$ cat src/rtl/mem_wb_pkg.sv
// Shared defines for the MEM/WB stage: bus widths, stall bit indices, reset
// polarity and the registered write-back bundle.
package mem_wb_pkg;

   localparam int RegBus     = 32;
   localparam int RegAddrBus = 5;
   localparam int StallW     = 6;
   localparam int STALL_MEM  = 4;
   localparam int STALL_WB   = 5;

   localparam logic [RegBus-1:0]     ZeroWord     = '0;
   localparam logic [RegAddrBus-1:0] NOPRegAddr   = '0;
   localparam logic                  WriteEnable  = 1'b1;
   localparam logic                  WriteDisable = 1'b0;
   localparam logic                  RstEnable    = 1'b1;

   typedef struct packed {
      logic [RegAddrBus-1:0] wd;
      logic                  wreg;
      logic [RegBus-1:0]     wdata;
      logic                  whilo;
      logic [RegBus-1:0]     hi;
      logic [RegBus-1:0]     lo;
   } wb_t;

   function automatic wb_t wb_bubble();
      wb_t b;
      b.wd    = NOPRegAddr;
      b.wreg  = WriteDisable;
      b.wdata = ZeroWord;
      b.whilo = WriteDisable;
      b.hi    = ZeroWord;
      b.lo    = ZeroWord;
      return b;
   endfunction

endpackage

$ cat src/rtl/llbit_reg.sv
// LLbit storage with a write bypass so MEM sees a pending LL/SC update
// in the same cycle it sits in WB.
module llbit_reg
   import mem_wb_pkg::*;
(
   input  logic clk,
   input  logic rst,
   input  logic flush,
   input  logic we,
   input  logic din,
   output logic dout
);

   logic llbit_q, llbit_d;

   // flush wins over a pending write so an exception always kills the link
   always_comb begin
      llbit_d = llbit_q;
      if (flush)   llbit_d = 1'b0;
      else if (we) llbit_d = din;
   end

   always_ff @(posedge clk) begin
      if (rst == RstEnable) llbit_q <= 1'b0;
      else                  llbit_q <= llbit_d;
   end

   assign dout = we ? din : llbit_q;

endmodule

$ cat src/rtl/mem_wb.sv
// MEM/WB pipeline register with stall/flush handling.
// Define LLBIT_EN to include the LLbit register and its bypass.
module mem_wb
   import mem_wb_pkg::*;
(
   input  logic                  clk,
   input  logic                  rst,
   input  logic [StallW-1:0]     stall,
   input  logic                  flush,
   input  logic [RegAddrBus-1:0] mem_wd,
   input  logic                  mem_wreg,
   input  logic [RegBus-1:0]     mem_wdata,
   input  logic                  mem_whilo,
   input  logic [RegBus-1:0]     mem_hi,
   input  logic [RegBus-1:0]     mem_lo,
   input  logic                  mem_LLbit_we,
   input  logic                  mem_LLbit_value,
   output logic [RegAddrBus-1:0] wb_wd,
   output logic                  wb_wreg,
   output logic [RegBus-1:0]     wb_wdata,
   output logic                  wb_whilo,
   output logic [RegBus-1:0]     wb_hi,
   output logic [RegBus-1:0]     wb_lo,
   output logic                  LLbit_o
);

   typedef enum logic [1:0] {ACT_LOAD, ACT_BUBBLE, ACT_HOLD} act_e;

   wb_t  wb_q, wb_d, mem_in;
   act_e act;

   assign mem_in = '{wd: mem_wd, wreg: mem_wreg, wdata: mem_wdata,
                     whilo: mem_whilo, hi: mem_hi, lo: mem_lo};

   // MEM stalled while WB runs means nothing valid moves forward: insert a bubble
   always_comb begin
      act = ACT_HOLD;
      if (flush)                 act = ACT_BUBBLE;
      else if (!stall[STALL_MEM]) act = ACT_LOAD;
      else if (!stall[STALL_WB])  act = ACT_BUBBLE;
   end

   always_comb begin
      wb_d = wb_q;
      case (act)
         ACT_LOAD:   wb_d = mem_in;
         ACT_BUBBLE: wb_d = wb_bubble();
         default:    wb_d = wb_q;
      endcase
   end

   always_ff @(posedge clk) begin
      if (rst == RstEnable) wb_q <= wb_bubble();
      else                  wb_q <= wb_d;
   end

   assign wb_wd    = wb_q.wd;
   assign wb_wreg  = wb_q.wreg;
   assign wb_wdata = wb_q.wdata;
   assign wb_whilo = wb_q.whilo;
   assign wb_hi    = wb_q.hi;
   assign wb_lo    = wb_q.lo;

   logic unused_stall;
   assign unused_stall = ^stall[STALL_MEM-1:0];

`ifdef LLBIT_EN
   logic llbit_we_q, llbit_we_d, llbit_value_q, llbit_value_d;

   always_comb begin
      llbit_we_d    = llbit_we_q;
      llbit_value_d = llbit_value_q;
      case (act)
         ACT_LOAD: begin
            llbit_we_d    = mem_LLbit_we;
            llbit_value_d = mem_LLbit_value;
         end
         ACT_BUBBLE: begin
            llbit_we_d    = WriteDisable;
            llbit_value_d = 1'b0;
         end
         default: ;
      endcase
   end

   always_ff @(posedge clk) begin
      if (rst == RstEnable) begin
         llbit_we_q    <= WriteDisable;
         llbit_value_q <= 1'b0;
      end else begin
         llbit_we_q    <= llbit_we_d;
         llbit_value_q <= llbit_value_d;
      end
   end

   llbit_reg u_llbit (
      .clk  (clk),
      .rst  (rst),
      .flush(flush),
      .we   (llbit_we_q),
      .din  (llbit_value_q),
      .dout (LLbit_o)
   );
`else
   logic unused_llbit;
   assign unused_llbit = mem_LLbit_we ^ mem_LLbit_value;
   assign LLbit_o      = 1'b0;
`endif

endmodule

$ cat config.mk
export PLATFORM = sky130hd
export DESIGN_NAME = mem_wb
export DESIGN_NICKNAME = d
export VERILOG_FILES = /design/src/rtl/mem_wb_pkg.sv /design/src/rtl/llbit_reg.sv /design/src/rtl/mem_wb.sv
export SDC_FILE = /design/constraint.sdc
export NUM_CORES = 1
export LEC_CHECK = 0
export CORE_MARGIN = 2
export CORE_UTILIZATION = 42
export CTS_BUF_LIST = sky130_fd_sc_hd__clkbuf_4
export CTS_CLUSTER_DIAMETER = 30
export DETAILED_ROUTE_END_ITERATION = 7
export HOLD_SLACK_MARGIN = 0.08
export PLACE_DENSITY_LB_ADDON = 0.1
export SLEW_MARGIN = 15
export SYNTH_ARGS = -nofsm -noshare
export SYNTH_HDL_FRONTEND = slang
export SYNTH_SLANG_ARGS = --single-unit
$ cat constraint.sdc
create_clock -name clk -period 1.33 [get_ports clk]
set_clock_uncertainty 0.2 [all_clocks]
set_input_delay 0.133 -clock clk [delete_from_list [all_inputs] [get_ports clk]]
set_output_delay 0.133 -clock clk [all_outputs]
set_load 0.01 [all_outputs]
* Word-level counts from Yosys, hierarchy flattened *
Cells that the tools add are included.

word-level totals
  bits in registers = 103
  input port bits = 114
  word-level logic and storage cells = 13

cells by class
  equality and inequality tests = 1
  mux-type cells = 4
  reduce and logical (&&, ||, !) cells = 2

operators with widths
  kind                                            count
  case mux 103 bit (2 select lines)               1
  two-way mux 2 bit                               3
  == test 2 x 1 -> 1 bit (second input constant)  1
  zero test 2 bit                                 1
  nonzero test 2 bit                              1

* Longest topological paths before layout *
Gate-level depths: netlist (run 1).

  depth after elaboration = 5
  depth in mapped cells = 5
  mapped depth without buffers = 2

* Worst setup path after synthesis (run 1) *
No wires, ideal clock.

  kind = in2reg
  start = in flush
  end = reg wb_q (netlist bit wb_hi[0])
  arrival = 0.839 ns
  data required time = 1.064 ns
  setup slack = 0.225 ns
  stages = 5
  path buffers = 3
  cells stage by stage = or2_1 -> buf_6 -> buf_12 -> buf_12 -> a21oi_2

between the ends
  cells in the longest elaborated chain, start to end = 3
  elaborated cells on any way between the ends = 5
  those cells by class = eq/ne (1); mux (2); reduce/logical (2)

RTL lines
  element                                                                         line          text
  start, declared                                                                 mem_wb.sv:9   input logic flush,
  two-way mux 2 bit *                                                             mem_wb.sv:38  if (flush) act = ACT_BUBBLE;
  == test 2 x 1 -> 1 bit / zero test 2 bit (equally long branches)                mem_wb.sv:45  case (act)
  case mux 103 bit (2 select lines) / nonzero test 2 bit (equally long branches)  -
  end signal, assigned                                                            mem_wb.sv:53  if (rst == RstEnable) wb_q <= wb_bubble();
  end signal, assigned                                                            mem_wb.sv:54  else wb_q <= wb_d;
  end, declared                                                                   mem_wb.sv:29  wb_t wb_q, wb_d, mem_in;

Mark *: on every way between the ends. The rest lies on a longest branch, timed or not.
A chain may end at the register's enable or synchronous reset.

* Worst setup path in the final report (run 1) *
  start = in stall[4]
  end = reg wb_q (netlist bit wb_wdata[14])

between the ends
  cells in the longest elaborated chain, start to end = 4
  elaborated cells on any way between the ends = 6
  those cells by class = eq/ne (1); mux (3); reduce/logical (2)

RTL lines
  element                                                                         line          text
  start, declared                                                                 mem_wb.sv:8   input logic [StallW-1:0] stall,
  two-way mux 2 bit *                                                             mem_wb.sv:39  else if (!stall[STALL_MEM]) act = ACT_LOAD;
  two-way mux 2 bit *                                                             mem_wb.sv:38
  == test 2 x 1 -> 1 bit / zero test 2 bit (equally long branches)                mem_wb.sv:45
  case mux 103 bit (2 select lines) / nonzero test 2 bit (equally long branches)  -

Marked as above.

==> flow_metrics.py, run 1 <==
metrics = {
    "grt": {
        "grt_antenna_before_repair": 0,
        "grt_use_total": 0.224,
        "gr-total-overflow": 0,
        "grt_pass1_vias": 4289,
        "grt_max_degree": 83,
        "grt_pass1_wl_mm": 20.5,
    },
    "logic_synthesis": {
        "avgSynthCellArea_um2": 9.47,
        "synth_area_mm2": 0.00437,
        "synth_warnings": 0,
        "synth_simple_gate_area_frac": 0.267,
        "synth_top_family_by_area": "simple AND/OR/NAND/NOR gates",
        "synthAdderAreaFrac": 0,
        "synthXorXnorAreaFrac": 0,
        "ys_ff_latch": 103,
        "synthMuxAreaShare": 0,
        "synth_nets": 575,
        "ys_top_cells_by_area": "dfxtp_1 (47%), nand2b_1 (15%), a21oi_2 (14%)",
        "ys_types": 12,
        "synthCells": 461,
        "synth_compound_area_frac": 0.178,
        "synth_top_area_frac": 0.472,
        "yosysSeqAreaShare": 0.472,
        "yosys.area.top_type": "dfxtp_1",
    },
    "clocking": {
        "cts.htree.levels": 3,
        "cts_buffers": 9,
        "clk-insertion-delay-late_ns": 0.43,
        "clock-root-buffer": "clkbuf_4",
        "cts_sinks": 103,
        "path_clk_slew_ns": 0.15,
        "clockBufferDepth": 2,
        "cts_tree": "yes",
    },
    "worst_setup_path": {
        "cp_data_required_time_ns": 1.50,
        "r2r_end": "wb_hi[14]",
        "worstSetupStartpointType": "input port",
        "cpMaxStageDelayCell": "dlygate4sd3_1",
        "critPathArrivalTime_ns": 1.44,
        "endpoint_kind": "flip-flop",
        "crit_type": "input port to flip-flop",
        "critical_path_peak_fanout": 74,
        "max_stage_delay_ns": 0.53,
        "reg2reg_from": "wb_hi[14]",
        "cp_cell_sequence": "dlygate4sd3_1, buf_4, buf_12, nand3_1, a21oi_2",
        "worst-r2r-cell-count": 3,
        "ff2ff_setup_slack_ns": 0.41,
    },
    "timing": {
        "finalSetupViolations": 0,
        "clock.fmax_mhz": 787,
        "final_hold_viol_count": 0,
        "tns_ns": 0,
        "whs_ns": 0.231,
        "finalCritPeriodShare": 0.955,
        "rsz0062_at_grt": "no",
        "finalCriticalPeriod_ns": 1.27,
        "drv_slew": 0,
        "setup_ws_ns": 0.0600,
    },
    "layout": {
        "drive_gt1_frac": 0.408,
        "instances_no_fill": 898,
        "final_cell_mix": "dlygate4sd3_1 (105), clkdlybuf4s50_1 (105), nand2b_1 (103), nand3_1 (103), dfxtp_2 (103)",
        "syn_to_final_growth_pct": 67.6,
        "final_nets": 872,
        "diodes": 0,
    },
    "routing": {
        "drtIter0Drc": 238,
        "wire_per_inst_um": 14.3,
        "ant_nets": 0,
        "vias_per_cell": 4.84,
        "firstDrtPassIters": 4,
        "vias": 4344,
        "drt-total-wl_mm": 12.8,
        "route.detailed.drc": 0,
    },
    "power_and_ir_drop": {
        "vdd_drop_max_v": 0.000484,
        "leakage_nw": 2.89,
        "p_per_area_mw_per_mm2": 849,
        "finalPower_w": 0.00621,
    },
    "floorplan": {
        "die_area_mm2": 0.0112,
        "ios": 218,
        "row_count": 37,
        "initial_core_util": 0.429,
        "core_area_mm2": 0.0102,
        "die_h_um": 106,
        "fp.dieW_um": 106,
    },
    "placement": {
        "port_buffers": 210,
        "hpwlAfterDp_mm": 7.87,
        "gp_congestion": 0.744,
        "dpl_worst_slack_ns": -0.166,
        "placed_cells": 773,
    },
    "run_status": {
        "status": "finished clean",
    },
    "job": {
        "cap_violations": 0,
    },
    "hold_path": {
        "min_to": "wb_lo[12]",
        "holdCritStartpoint": "rst",
        "hold_path.class": "input port to flip-flop",
        "hold_depth": 3,
    },
}
[metrics by stage]
stage,util,area [µm²]
2_1_floorplan,-,4370
3_3_place_gp,0.634,6450
3_5_place_dp,0.634,6450
4_1_cts,0.717,7300
5_1_grt,0.718,7320
6_report,0.718,7320
[metal layers]
metal / GRT usage / vias up / wire, µm
met3: 0.0490 / 23 / 837
met1: 0.282 / 2022 / 5540
met5: 0 / - / 0
met4: 0.0883 / 0 / 302
li1: - / 2143 / -
met2: 0.376 / 156 / 6160
[critical path, delay by kind of cell]
family | cells | cell delay (ns)
buffers and inverters | 3 | 0.96
AO/OA/AOI/OAI | 1 | 0.17
AND/OR/NAND/NOR | 1 | 0.15
[synth_stat cells]
| cell | count |
|---|---|
| buf_2 | 18 |
| conb_1 | 1 |
| a21oi_2 | 70 |
| buf_4 | 3 |
| nand2b_1 | 103 |
| nand3_1 | 103 |
| a21oi_1 | 33 |
| buf_12 | 8 |
| or2_1 | 1 |
| clkbuf_1 | 16 |
| buf_6 | 2 |
| dfxtp_1 | 103 |
[sequential cells by signal, indices dropped and copies added, names as in the netlist]
register,cells
wb_hi,32
wb_lo,32
wb_wdata,32
wb_wd,5
wb_whilo,1
wb_wreg,1
[logic make-up (layout without fill, tap and decap cells)]
kind of cell    after synthesis  count (layout)
compound gates              103             103
buf+inv                      47             348
flops                       103             103
other cells                   1               1
simple gates                207             207
[where the power goes]
group / switching (W) / internal, W / leakage (nW)
combinational: 0.000492 / 0.000721 / 1.92
sequential: 0.0000422 / 0.00319 / 0.885
clock: 0.00100 / 0.000764 / 0.0837
[area by class of cell]
type | count | area (µm²)
Clock buffer | 10 | 75.1
Clock inverter | 5 | 73.8
Fill cell | 779 | 2870
Multi-Input combinational cell | 311 | 1950
Sequential cell | 103 | 2190
Tap cell | 136 | 170
Timing Repair Buffer | 333 | 2860
[timing repair]
| item | CTS | global route |
|---|---|---|
| endpoints found under the hold margin | 103 | 0 |
| buffers inserted | 5 | 0 |
| resized for setup | 515 | 2 |
| hold buffers | 105 | 0 |
| endpoints found under the setup margin | 103 | 2 |
[worst max path at each step]
stage | from | endpoint
floorplan | flush | wb_hi[0]
global placement | flush | wb_lo[17]
detailed placement | flush | wb_wreg
CTS | wb_hi[17] | wb_hi[17]
global route | wb_lo[6] | wb_lo[6]
finish | stall[4] | wb_wdata[14]
No activity file was read; power rests on OpenSTA's default activity.
==> inputs of run 2 (changes only) <==
Settings changed: GPL_TIMING_DRIVEN set to 0, SLEW_MARGIN 15 to unset.
==> run 2 against run 1 <==
The flow now finishes with violations (negative hold slack); design area up 2.5%; register-to-register slack about the same; clock-buffer cell count up 1; die area unchanged; combinational power up 5%.
==> flow_metrics.py, run 2 (synthesis gave the netlist of run 1 again) <==
metrics = {
    "timing": {
        "final_hold_viol_count": 3,
        "drv_slew": 0,
        "whs_ns": -0.131,
        "finalCritPeriodShare": 0.966,
        "tns_ns": 0,
        "clock.fmax_mhz": 778,
        "finalSetupViolations": 0,
        "rsz0062_at_grt": "no",
        "finalCriticalPeriod_ns": 1.28,
    },
    "layout": {
        "syn_to_final_growth_pct": 71.7,
        "instances_no_fill": 936,
        "diodes": 0,
        "final_common_cell": "buf_2",
        "final_cell_mix": "buf_2 (121), dlygate4sd3_1 (105), clkdlybuf4s50_1 (105), nand2b_1 (103), nand3_1 (103)",
        "final_nets": 909,
        "drive_gt1_frac": 0.414,
    },
    "routing": {
        "vias_per_cell": 4.80,
        "vias": 4496,
        "ant_nets": 0,
        "firstDrtPassIters": 4,
        "drtIter0Drc": 144,
        "wire_per_inst_um": 14.6,
        "drt-total-wl_mm": 13.7,
        "route.detailed.drc": 0,
    },
    "hold_path": {
        "hold_path.class": "input port to flip-flop",
    },
    "placement": {
        "gp_congestion": 0.759,
        "hpwlAfterDp_mm": 9.19,
        "port_buffers": 208,
        "placed_cells": 805,
    },
    "worst_setup_path": {
        "crit_type": "input port to flip-flop",
        "critical_path_peak_fanout": 10,
        "cp_data_required_time_ns": 1.51,
        "endpoint_kind": "flip-flop",
        "worstSetupStartpointType": "input port",
        "critPathArrivalTime_ns": 1.47,
    },
    "floorplan": {
        "die_h_um": 106,
        "fp.dieW_um": 106,
        "row_count": 37,
        "initial_core_util": 0.429,
        "die_area_mm2": 0.0112,
        "ios": 218,
        "core_area_mm2": 0.0102,
    },
    "power_and_ir_drop": {
        "netSwitchingFraction": 0.260,
        "p_per_area_mw_per_mm2": 823,
        "pwr-share-seq": 0.525,
        "intPower_w": 0.00457,
        "finalPower_w": 0.00617,
        "combPwrFrac": 0.205,
        "p_switching_w": 0.00160,
        "clkPwrFrac": 0.270,
        "vdd_drop_max_v": 0.000527,
        "leakage_nw": 3.00,
    },
    "run_status": {
        "violations": "negative hold slack",
        "status": "complete, but fails checks",
    },
    "clocking": {
        "clk-insertion-delay-late_ns": 0.42,
        "clockBufferDepth": 2,
        "cts.htree.levels": 3,
        "cts_buffers": 9,
        "clock-root-buffer": "clkbuf_4",
        "path_clk_slew_ns": 0.16,
        "cts_sinks": 103,
        "cts_tree": "yes",
    },
    "grt": {
        "grt_pass1_vias": 4574,
        "gr-total-overflow": 0,
        "grt_pass1_wl_mm": 22.2,
        "grt_antenna_before_repair": 0,
        "grt_use_total": 0.244,
        "grt_max_degree": 17,
    },
    "job": {
        "cap_violations": 0,
    },
}
-- run 2: final timing paths --
| kind | slack, ns | endpoint | cells after the start | startpoint |
|---|---|---|---|---|
| max | 0.05 | wb_wdata[13] | 5 | stall[5] |
| min | -0.13 | wb_wdata[30] | 3 | stall[5] |
| max reg2reg | 0.41 | wb_wdata[0] | 3 | wb_wdata[0] |
| min reg2reg | 0.27 | wb_lo[2] | 2 | wb_lo[2] |
-- run 2: layer usage --
| layer | vias to the layer above | wire length [µm] | global-route usage |
|---|---|---|---|
| met2 | 142 | 6800 | 0.425 |
| li1 | 2223 | - | - |
| met3 | 21 | 808 | 0.0466 |
| met5 | - | 0 | 0 |
| met4 | 0 | 258 | 0.0771 |
| met1 | 2110 | 5800 | 0.304 |
-- run 2: worst max-delay path: stages --
cell,delay [ns]
buf_2,0.23
buf_2,0.24
dlygate4sd3_1,0.61
nand3_1,0.10
a21oi_2,0.14
-- run 2: through the flow --
step	cell area, µm²	util	worst slack (ns)
floorplan	4370	-	0.225
global placement	6620	0.650	-0.244
detailed placement	6620	0.650	-0.306
CTS	7460	0.732	0.0382
global route	7500	0.736	0.000852
finish	7500	0.736	0.0451
-- run 2: final cells by class --
class | count | area [µm²]
fill | 770 | 2690
sequential | 103 | 2190
buffer | 47 | 355
clock inverter | 5 | 58.8
multi-input combinational | 311 | 1950
timing repair buffer | 323 | 2690
tap | 136 | 170
clock buffer | 11 | 82.6
-- run 2: what timing repair did --
action | in CTS | in global routing
setup endpoints to repair | 103 | 0
endpoints found under the hold margin | 103 | 24
setup buffers | 10 | 0
resized for setup | 514 | 0
hold buffers | 101 | 4
-- run 2: power by group through the flow --
stage / sequential (W) / combinational (W) / clock (W)
after floorplan: 0.00333 / 0.000440 / 0
after global placement: 0.00329 / 0.00107 / 0
after detailed placement: 0.00329 / 0.00108 / 0
after CTS: 0.00324 / 0.00125 / 0.00168
after global routing: 0.00325 / 0.00136 / 0.00184
final: 0.00324 / 0.00127 / 0.00167
==> inputs of run 3 (changes only) <==
Settings changed: TNS_END_PERCENT set to 20.
==> run 3 against run 2 <==
The run now ends clean; sequential share of layout area is 0.073 points higher; sequential cell count stayed put; routed wire length is 1.5% higher; highest routed layer unchanged; global-route usage is 0.49 points higher; combinational power hardly changed; fmax is 1.0% higher.
==> flow_metrics.py, run 3 (synthesis gave the netlist of run 1 again) <==
metrics = {
    "placement": {
        "place_area_mm2": 0.00662,
        "gp_congestion": 0.759,
        "hpwlAfterDp_mm": 9.19,
        "placed_cells": 805,
        "port_buffers": 208,
    },
    "grt": {
        "grt_max_degree": 17,
        "gr-total-overflow": 0,
        "grt_pass1_wl_mm": 22.6,
        "grt_use_total": 0.248,
        "grt_pass1_vias": 4633,
        "grt_antenna_before_repair": 0,
    },
    "worst_setup_path": {
        "worstSetupStartpointType": "input port",
        "cp_cell_sequence": "buf_4, buf_4, dlygate4sd3_1, nand2b_1, a21oi_1",
        "crit_type": "input port to flip-flop",
        "worst-path-buf-inv": 3,
        "cpMaxStageDelayCell": "dlygate4sd3_1",
        "max_stage_delay_ns": 0.64,
        "cp_common_cell": "buf_4",
        "worst_path_dominant_cell_family": "buffers and inverters",
        "endpoint_kind": "flip-flop",
        "critical_path_peak_fanout": 8,
        "critPathArrivalTime_ns": 1.42,
        "cp_data_required_time_ns": 1.48,
    },
    "power_and_ir_drop": {
        "pwr-share-seq": 0.525,
        "netSwitchingFraction": 0.259,
        "leakage_nw": 2.98,
        "p_switching_w": 0.00160,
        "finalPower_w": 0.00616,
        "vdd_drop_max_v": 0.000544,
        "clkPwrFrac": 0.269,
        "intPower_w": 0.00457,
        "p_per_area_mw_per_mm2": 824,
        "combPwrFrac": 0.206,
    },
    "layout": {
        "final_cell_mix": "buf_2 (119), dlygate4sd3_1 (109), clkdlybuf4s50_1 (105), nand2b_1 (103), nand3_1 (103)",
        "fin_area_mm2": 0.00748,
        "final_common_cell": "buf_2",
        "drive_gt1_frac": 0.406,
        "instances_no_fill": 931,
        "diodes": 0,
        "syn_to_final_growth_pct": 71.3,
        "final_nets": 904,
    },
    "clocking": {
        "path_clk_slew_ns": 0.16,
        "clk-insertion-delay-late_ns": 0.42,
        "cts_sinks": 103,
        "cts_buffers": 9,
        "cts_tree": "yes",
        "cts.htree.levels": 3,
        "clockBufferDepth": 2,
        "clock-root-buffer": "clkbuf_4",
    },
    "timing": {
        "clock.fmax_mhz": 786,
        "final_hold_viol_count": 0,
        "drv_slew": 0,
        "finalCriticalPeriod_ns": 1.27,
        "rsz0062_at_grt": "no",
        "finalSetupViolations": 0,
        "finalCritPeriodShare": 0.956,
    },
    "floorplan": {
        "ios": 218,
        "row_count": 37,
        "initial_core_util": 0.429,
        "die_area_mm2": 0.0112,
        "core_area_mm2": 0.0102,
        "fp.dieW_um": 106,
        "die_h_um": 106,
    },
    "routing": {
        "vias_per_cell": 4.85,
        "drt-total-wl_mm": 13.9,
        "vias": 4516,
        "ant_nets": 0,
        "firstDrtPassIters": 4,
        "wire_per_inst_um": 14.9,
        "route.detailed.drc": 0,
        "drtIter0Drc": 117,
    },
    "run_status": {
        "status": "finished clean",
    },
    "hold_path": {
        "hold_path.class": "input port to flip-flop",
    },
    "job": {
        "cap_violations": 0,
    },
}
==> run 3: power by group through the flow <==
stage	Sequential [W]	Clock [W]	Combinational, W
after floorplan	0.00333	0	0.000440
after global placement	0.00329	0	0.00107
after detailed placement	0.00329	0	0.00108
after CTS	0.00324	0.00168	0.00126
after global routing	0.00325	0.00184	0.00136
final	0.00324	0.00166	0.00127
==> run 3: what timing repair did <==
item | CTS | global route
buffers inserted | 2 | 0
hold buffers | 109 | 0
hold endpoints to repair | 103 | 0
endpoints found under the setup margin | 103 | 44
resized for setup | 512 | 4
==> run 3: path summary, 6_finish.rpt <==
check	start	to	slack [ns]	cells past startpoint
worst min-delay path	stall[4]	wb_lo[20]	0.16	4
worst min register to register	wb_lo[2]	wb_lo[2]	0.27	2
worst max register to register	wb_hi[21]	wb_hi[21]	0.42	3
worst max-delay path	stall[4]	wb_wd[0]	0.06	5
==> run 3: metal layers <==
metal | share of wire | GRT usage
met1 | 0.43 | 0.304
met2 | 0.50 | 0.441
met5 | 0 | 0
met3 | 0.053 | 0.0478
met4 | 0.017 | 0.0771
==> run 3: through the flow <==
step	util	setup TNS, ns	hold WS [ns]	worst slack (ns)
floorplan	-	0	0.0815	0.225
global placement	0.650	-22.92	0.254	-0.244
detailed placement	0.650	-26.96	0.258	-0.306
CTS	0.735	-0.0728	0.127	-0.0340
global route	0.734	0	0.157	0.00277
finish	0.734	0	0.163	0.0583
==> run 3: cell type report <==
class                      instances  area (µm²)
timing repair buffer             319        2670
clock inverter                     5        58.8
sequential                       103        2190
buffer                            46         357
clock buffer                      11        82.6
multi-input combinational        311        1950
tap                              136         170
fill                             776        2710
==> run 3: worst min-delay path: stages <==
cell	delay (ns)
buf_4	0.15
clkbuf_1	0.19
nand2b_1	0.19
a21oi_2	0.10
